<file path="config.mk">
export PLATFORM = sky130hd
export DESIGN_NAME = fp_addsub_seq
export DESIGN_NICKNAME = d
export VERILOG_FILES = /design/src/rtl/fp_addsub_seq.sv
export SDC_FILE = /design/constraint.sdc
export NUM_CORES = 1
export LEC_CHECK = 0
export CORE_MARGIN = 1
export CORE_UTILIZATION = 40
export DETAILED_ROUTE_END_ITERATION = 16
export MAX_ROUTING_LAYER = met4
export PLACE_DENSITY_LB_ADDON = 0.3
export SLEW_MARGIN = 0
export SYNTH_ARGS = -nofsm -noshare
export SYNTH_HDL_FRONTEND = slang
export SYNTH_SLANG_ARGS = --single-unit
</file>
<file path="constraint.sdc">
create_clock -name CLK -period 7.4 [get_ports CLK]
set_clock_uncertainty 0.05 [all_clocks]
set_input_delay 0.74 -clock CLK [delete_from_list [all_inputs] [get_ports CLK]]
set_output_delay 0.74 -clock CLK [all_outputs]
set_load 0.02 [all_outputs]
</file>
<file path="src/rtl/fp_addsub_seq.sv">
// Multi-cycle floating-point add/subtract (RNE/RTZ/RUP/RDN, subnormals). Result valid 5 edges after accept (2 for NaN/Inf).
// One op in flight: In_ready only in IDLE; the result is held in OUT until Dataout_ready.
module fp_addsub_seq #(
    parameter int EXP_W = 8,
    parameter int MAN_W = 23
) (
    input  logic                 CLK,
    input  logic                 RSTn,
    input  logic [EXP_W+MAN_W:0] Datain1,
    input  logic [EXP_W+MAN_W:0] Datain2,
    input  logic                 Op,
    input  logic [1:0]           Rnd_mode,
    input  logic                 Data_valid,
    output logic                 In_ready,
    output logic [EXP_W+MAN_W:0] Dataout,
    output logic [3:0]           Exc,
    output logic                 Dataout_valid,
    input  logic                 Dataout_ready,
    output logic [2:0]           Debug
);
    localparam int W  = 1 + EXP_W + MAN_W;
    localparam int SW = MAN_W + 4;
    localparam int EP = EXP_W + 2;
    localparam logic [1:0] RNE = 2'd0, RTZ = 2'd1, RUP = 2'd2, RDN = 2'd3;
    localparam logic [2:0] S_IDLE = 3'd0, S_ALIGN = 3'd1, S_ADD = 3'd2,
                           S_NORM = 3'd3, S_ROUND = 3'd4, S_OUT = 3'd5;
    localparam logic [EXP_W-1:0] E_ONES = {EXP_W{1'b1}};
    localparam logic [W-1:0] QNAN  = {1'b0, {EXP_W{1'b1}}, 1'b1, {(MAN_W-1){1'b0}}};
    localparam logic [W-2:0] INF_M = {{EXP_W{1'b1}}, {MAN_W{1'b0}}};
    localparam logic [W-2:0] MAX_M = {{(EXP_W-1){1'b1}}, 1'b0, {MAN_W{1'b1}}};

    logic [2:0]     state;
    logic [W-1:0]   a_r, b_r;
    logic           op_r;
    logic [1:0]     rnd_r;
    logic           sgn_r, sub_r, zneg_r, zero_r;
    logic [EP-1:0]  exp_r;
    logic [SW-1:0]  l_sig, s_sig, n_r;
    logic [SW:0]    sum_r;

    assign In_ready = RSTn && (state == S_IDLE);
    assign Debug    = state;

    logic              sa, sb, nan_a, nan_b, inf_a, inf_b, a_ge;
    logic [EXP_W-1:0]  ea, eb, el, es, kl, ks;
    logic [MAN_W-1:0]  ma, mb;
    logic              spec_hit, spec_inv, stk;
    logic [W-1:0]      spec_res;
    logic [SW-1:0]     l_raw, s_raw, s_al;
    int                sh;

    assign sa    = a_r[W-1];
    assign sb    = b_r[W-1] ^ op_r;
    assign ea    = a_r[W-2:MAN_W];
    assign eb    = b_r[W-2:MAN_W];
    assign ma    = a_r[MAN_W-1:0];
    assign mb    = b_r[MAN_W-1:0];
    assign nan_a = (ea == E_ONES) && (|ma);
    assign nan_b = (eb == E_ONES) && (|mb);
    assign inf_a = (ea == E_ONES) && !(|ma);
    assign inf_b = (eb == E_ONES) && !(|mb);
    assign a_ge  = a_r[W-2:0] >= b_r[W-2:0];

    always_comb begin
        spec_hit = 1'b1;
        spec_inv = 1'b0;
        spec_res = QNAN;
        if (nan_a || nan_b)
            spec_inv = (nan_a && !ma[MAN_W-1]) || (nan_b && !mb[MAN_W-1]);
        else if (inf_a && inf_b && (sa != sb))
            spec_inv = 1'b1;
        else if (inf_a)
            spec_res = {sa, INF_M};
        else if (inf_b)
            spec_res = {sb, INF_M};
        else
            spec_hit = 1'b0;
    end

    // Smaller operand is shifted right; everything past the round bit collapses into sticky.
    always_comb begin
        el    = a_ge ? ea : eb;
        es    = a_ge ? eb : ea;
        kl    = (|el) ? el : EXP_W'(1);
        ks    = (|es) ? es : EXP_W'(1);
        l_raw = a_ge ? {|ea, ma, 3'b000} : {|eb, mb, 3'b000};
        s_raw = a_ge ? {|eb, mb, 3'b000} : {|ea, ma, 3'b000};
        sh    = int'(kl) - int'(ks);
        if (sh > MAN_W + 3)
            sh = MAN_W + 3;
        stk = 1'b0;
        for (int i = 0; i < SW; i++)
            if (i < sh)
                stk = stk | s_raw[i];
        s_al = (s_raw >> sh) | {{(SW-1){1'b0}}, stk};
    end

    logic [SW:0] sum;
    assign sum = sub_r ? ({1'b0, l_sig} - {1'b0, s_sig}) : ({1'b0, l_sig} + {1'b0, s_sig});

    logic [SW-1:0] n_nx;
    logic [EP-1:0] e_nx;
    int            lzc, lsh;

    // Left normalisation never takes the exponent below 1; a residue without hidden bit is subnormal.
    always_comb begin
        lzc = SW;
        for (int i = 0; i < SW; i++)
            if (sum_r[i])
                lzc = SW - 1 - i;
        lsh = (lzc < int'(exp_r) - 1) ? lzc : int'(exp_r) - 1;
        if (sum_r[SW]) begin
            n_nx = {sum_r[SW:2], sum_r[1] | sum_r[0]};
            e_nx = exp_r + EP'(1);
        end else begin
            n_nx = sum_r[SW-1:0] << lsh;
            e_nx = exp_r - EP'(lsh);
        end
    end

    logic [MAN_W+1:0] rsum;
    logic [EP-1:0]    e_f;
    logic [MAN_W-1:0] m_f;
    logic             inx, inc, hid, ovf;
    logic [W-1:0]     rnd_res;
    logic [3:0]       rnd_exc;

    always_comb begin
        inx = |n_r[2:0];
        case (rnd_r)
            RNE:     inc = n_r[2] & (n_r[1] | n_r[0] | n_r[3]);
            RTZ:     inc = 1'b0;
            RUP:     inc = !sgn_r & inx;
            default: inc = sgn_r & inx;
        endcase
        rsum = {1'b0, n_r[SW-1:3]} + {{(MAN_W+1){1'b0}}, inc};
        if (rsum[MAN_W+1]) begin
            e_f = exp_r + EP'(1);
            m_f = rsum[MAN_W:1];
            hid = 1'b1;
        end else begin
            e_f = exp_r;
            m_f = rsum[MAN_W-1:0];
            hid = rsum[MAN_W];
        end
        ovf     = e_f >= {2'b00, E_ONES};
        rnd_exc = {2'b00, !hid & inx, inx};
        rnd_res = {sgn_r, hid ? e_f[EXP_W-1:0] : {EXP_W{1'b0}}, m_f};
        if (zero_r) begin
            rnd_exc = 4'b0000;
            rnd_res = {zneg_r | (rnd_r == RDN), {(W-1){1'b0}}};
        end else if (ovf) begin
            rnd_exc = 4'b0101;
            case (rnd_r)
                RNE:     rnd_res = {sgn_r, INF_M};
                RTZ:     rnd_res = {sgn_r, MAX_M};
                RUP:     rnd_res = sgn_r ? {1'b1, MAX_M} : {1'b0, INF_M};
                default: rnd_res = sgn_r ? {1'b1, INF_M} : {1'b0, MAX_M};
            endcase
        end
    end

    always_ff @(posedge CLK or negedge RSTn) begin
        if (!RSTn) begin
            state         <= S_IDLE;
            a_r           <= '0;
            b_r           <= '0;
            op_r          <= 1'b0;
            rnd_r         <= RNE;
            sgn_r         <= 1'b0;
            sub_r         <= 1'b0;
            zneg_r        <= 1'b0;
            zero_r        <= 1'b0;
            exp_r         <= '0;
            l_sig         <= '0;
            s_sig         <= '0;
            n_r           <= '0;
            sum_r         <= '0;
            Dataout       <= '0;
            Exc           <= 4'b0000;
            Dataout_valid <= 1'b0;
        end else begin
            case (state)
                S_IDLE: if (Data_valid) begin
                    a_r   <= Datain1;
                    b_r   <= Datain2;
                    op_r  <= Op;
                    rnd_r <= Rnd_mode;
                    state <= S_ALIGN;
                end
                S_ALIGN: if (spec_hit) begin
                    Dataout <= spec_res;
                    Exc     <= {spec_inv, 3'b000};
                    state   <= S_OUT;
                end else begin
                    sgn_r  <= a_ge ? sa : sb;
                    sub_r  <= sa ^ sb;
                    zneg_r <= sa & sb;
                    exp_r  <= {2'b00, kl};
                    l_sig  <= l_raw;
                    s_sig  <= s_al;
                    state  <= S_ADD;
                end
                S_ADD: begin
                    sum_r <= sum;
                    state <= S_NORM;
                end
                S_NORM: begin
                    n_r    <= n_nx;
                    exp_r  <= e_nx;
                    zero_r <= ~|sum_r;
                    state  <= S_ROUND;
                end
                S_ROUND: begin
                    Dataout <= rnd_res;
                    Exc     <= rnd_exc;
                    state   <= S_OUT;
                end
                S_OUT: if (!Dataout_valid) begin
                    Dataout_valid <= 1'b1;
                end else if (Dataout_ready) begin
                    Dataout_valid <= 1'b0;
                    state         <= S_IDLE;
                end
                default: state <= S_IDLE;
            endcase
        end
    end
endmodule

</file>
==> flow_summary.yaml <==
die:
  num_rows: 77
  core_um2: 44510
  die_area_um2: 46270
  fp.dieW_um: 215.1
  initial_core_util: 0.4081
  fp.dieH_um: 215.1
  io_pins: 112
clock_network:
  cts_buffers: 28
  htreeDepth: 1
  cts_setup_buffers: 0
  cts_tree: "built"
  clkLatencyLatePin_ns: 0.59
  cts.repair.resized: 0
  clock_sinks: 227
  postCtsHoldBufs: 0
  cts_max_path_buffers: 3
  clkTransAtPathRegs_ns: 0.06
  cts_root_buf: "clkbuf_16"
synth:
  synth_area_um2: 18170
  synth_most_common_cell: "nand2_1"
  yosysWarnings: 0
  syn-mean-instance-area_um2: 7.999
  ys_top_cells_by_area: "dfrtp_1 31%, nand2_1 6.1%, ha_1 5.6%, nor2_1 4.9%, o21ai_0 4.8%"
  syn_nets: 2426
  async_reset_ff_frac: 1.000
  synth_top_cell_area_share: 0.3127
  yosys_most_used_dff: "dfrtp_1"
  ys_types: 92
  yosysSeqAreaShare: 0.3127
  yosys-top-cells-count: "295 x nand2_1, 238 x nor2_1, 227 x dfrtp_1"
  synth-edff-count: 0
  netlist_instances: 2271
  yosysTopAreaCell: "dfrtp_1"
  synth-seq-cells: 227
drt:
  wl_met1_mm: 28.38
  wl_mm: 63.28
  vias_per_cell: 6.069
  dr.pass1.iters: 7
  drtIter0Drc: 1769
  top_layer: "met4"
  wl_met3_mm: 4.016
  drc: 0
  wl_per_cell_um: 21.46
  via_count: 17890
  dr_wl_met2_mm: 28.84
  ant_nets: 0
critical_path:
  end_kind: "register"
  crit_required_ns: 7.87
  crit_start: "b_r[22]$_DFFE_PN0P_"
  reg2reg_slack_ns: 0.48
  critPathKind: "register to register"
  crit_top_cell: "nand4_1"
  cpMaxStageDelayCell: "mux4_2"
  reg2regPathDepth: 29
  rr_endpoint: "s_sig[1]$_DFFE_PN0P_"
  crit_fanout: 14
  r2r_start: "b_r[22]$_DFFE_PN0P_"
  start_kind: "register"
  critPathMaxStageDelay_ns: 0.52
  arrival_ns: 7.38
timing:
  hold_viol_final: 0
  setup_viol: 0
  tightest_slew_ns: 1.058
  period_share: 0.9347
  setup_tns_ns: 0
  post-route-min-period_ns: 6.917
  drv_slew: 0
  finalWorstSetupSlack_ns: 0.4834
  relSlewSlack: 0.2906
  timing.fmax_mhz: 144.6
  rsz0062_at_grt: "false"
placement:
  gp_congestion: 1.005
  hpwl_mm: 47.81
  dp_slack_ns: 0.4302
  io_buffers: 111
finish:
  final_net_count: 2490
  syn_to_final_growth_pct: 15.40
  fillCellCount: 4386
  multi_input_area_um2: 11620
  layout-drive-gt1-share: 0.09423
  seqCellArea_um2: 5680
  antennaDiodeCount: 0
global_route:
  grt_max_degree: 91
  overflow: 0
  track_usage: 0.2776
  antenna_found_initial: 0
  grt_first_pass_wirelength_mm: 100.2
  grt_pass1_vias: 17330
run_status:
  status: "completed"
worst_hold_path:
  hp-class: "primary input to async pin"
run:
  cap_violations: 0
## metrics by stage
stage,hold WS (ns),util,instances,area (µm²)
finish,0.1143,0.4710,2948,20960
global route,0.1472,0.4710,2948,20960
CTS,0.1254,0.4703,2948,20930
detailed placement,0.4102,0.4492,2897,20000
global placement,0.4047,0.4492,2897,20000
floorplan,0.3944,-,2271,18170
## cell type report
cell class	instances	area share
tap	592	0.03533
sequential	227	0.2710
multi-input combinational	1815	0.5543
inverter	79	0.01414
clock buffer	36	0.03778
timing repair buffer	184	0.08057
clock inverter	15	0.006864
## layer usage
metal,up-vias,track usage
met1,8665,0.3793
met4,0,0.08392
li1,8441,-
met5,-,-
met3,132,0.03185
met2,653,0.4305
## worst max-delay path, delay by kind of cell, from the launching register on
| family | cells | cell delay [ns] |
|---|---|---|
| flip-flops | 1 | 0.50 |
| adder cells (fa/ha/maj) | 3 | 0.81 |
| AND/OR/NAND/NOR | 10 | 1.83 |
| AO/OA/AOI/OAI | 11 | 2.43 |
| buffers and inverters | 4 | 0.71 |
| multiplexers | 1 | 0.52 |
## cells by family (layout without fill, tap and decap cells)
family,after synthesis,count (layout),share of synthesized area
buffers and inverters,229,314,0.05131
xor gates and xnor gates,96,96,0.04628
and+or+nand+nor,834,834,0.2104
muxes,130,130,0.07714
adders and majority gates,84,84,0.05868
AOI/OAI and AO/OA,671,671,0.2435
DFF,227,227,0.3127
## cells in the final DEF (no fill, tap or decap), types with 15 or more instances in the layout
master             n
nand2_1          295
nor2_1           234
dfrtp_1          227
o21ai_0          174
a21oi_1          135
clkdlybuf4s50_1  110
ha_1              82
mux2i_1           76
inv_1             74
buf_4             71
nand3_1           64
nor3_1            58
xnor2_1           57
mux2_2            50
a31oi_1           41
xor2_1            39
a211oi_1          33
nand4_1           32
nor4_1            29
clkbuf_16         29
o22ai_1           26
a21o_1            25
a22o_1            23
o31ai_1           21
o21a_1            20
a221oi_1          19
o211ai_1          18
and3_1            17
nand2b_1          16
a22oi_1           15
## registers in the layout, indices dropped and copies added, names as in the netlist
register,flops
l_sig,24
zero_r,1
b_r,32
Dataout,32
zneg_r,1
sub_r,1
exp_r,10
s_sig,27
op_r,1
a_r,32
n_r,27
sum_r,28
Debug,3
rnd_r,2
Dataout_valid,1
Exc,4
sgn_r,1
## worst max path at each step
| stage | end | slack, ns | cells after the start |
|---|---|---|---|
| 2_1_floorplan | s_sig[1]$_DFFE_PN0P_ | 0.77 | 27 |
| 3_3_place_gp | s_sig[1]$_DFFE_PN0P_ | 0.53 | 28 |
| 3_5_place_dp | s_sig[1]$_DFFE_PN0P_ | 0.43 | 29 |
| 4_1_cts | s_sig[1]$_DFFE_PN0P_ | 0.40 | 29 |
| 5_1_grt | s_sig[1]$_DFFE_PN0P_ | 0.03 | 28 |
| 6_report | s_sig[1]$_DFFE_PN0P_ | 0.48 | 29 |
Power is not shown: default switching activity piles up to over one toggle a cycle in this logic, so the estimate is an artifact.
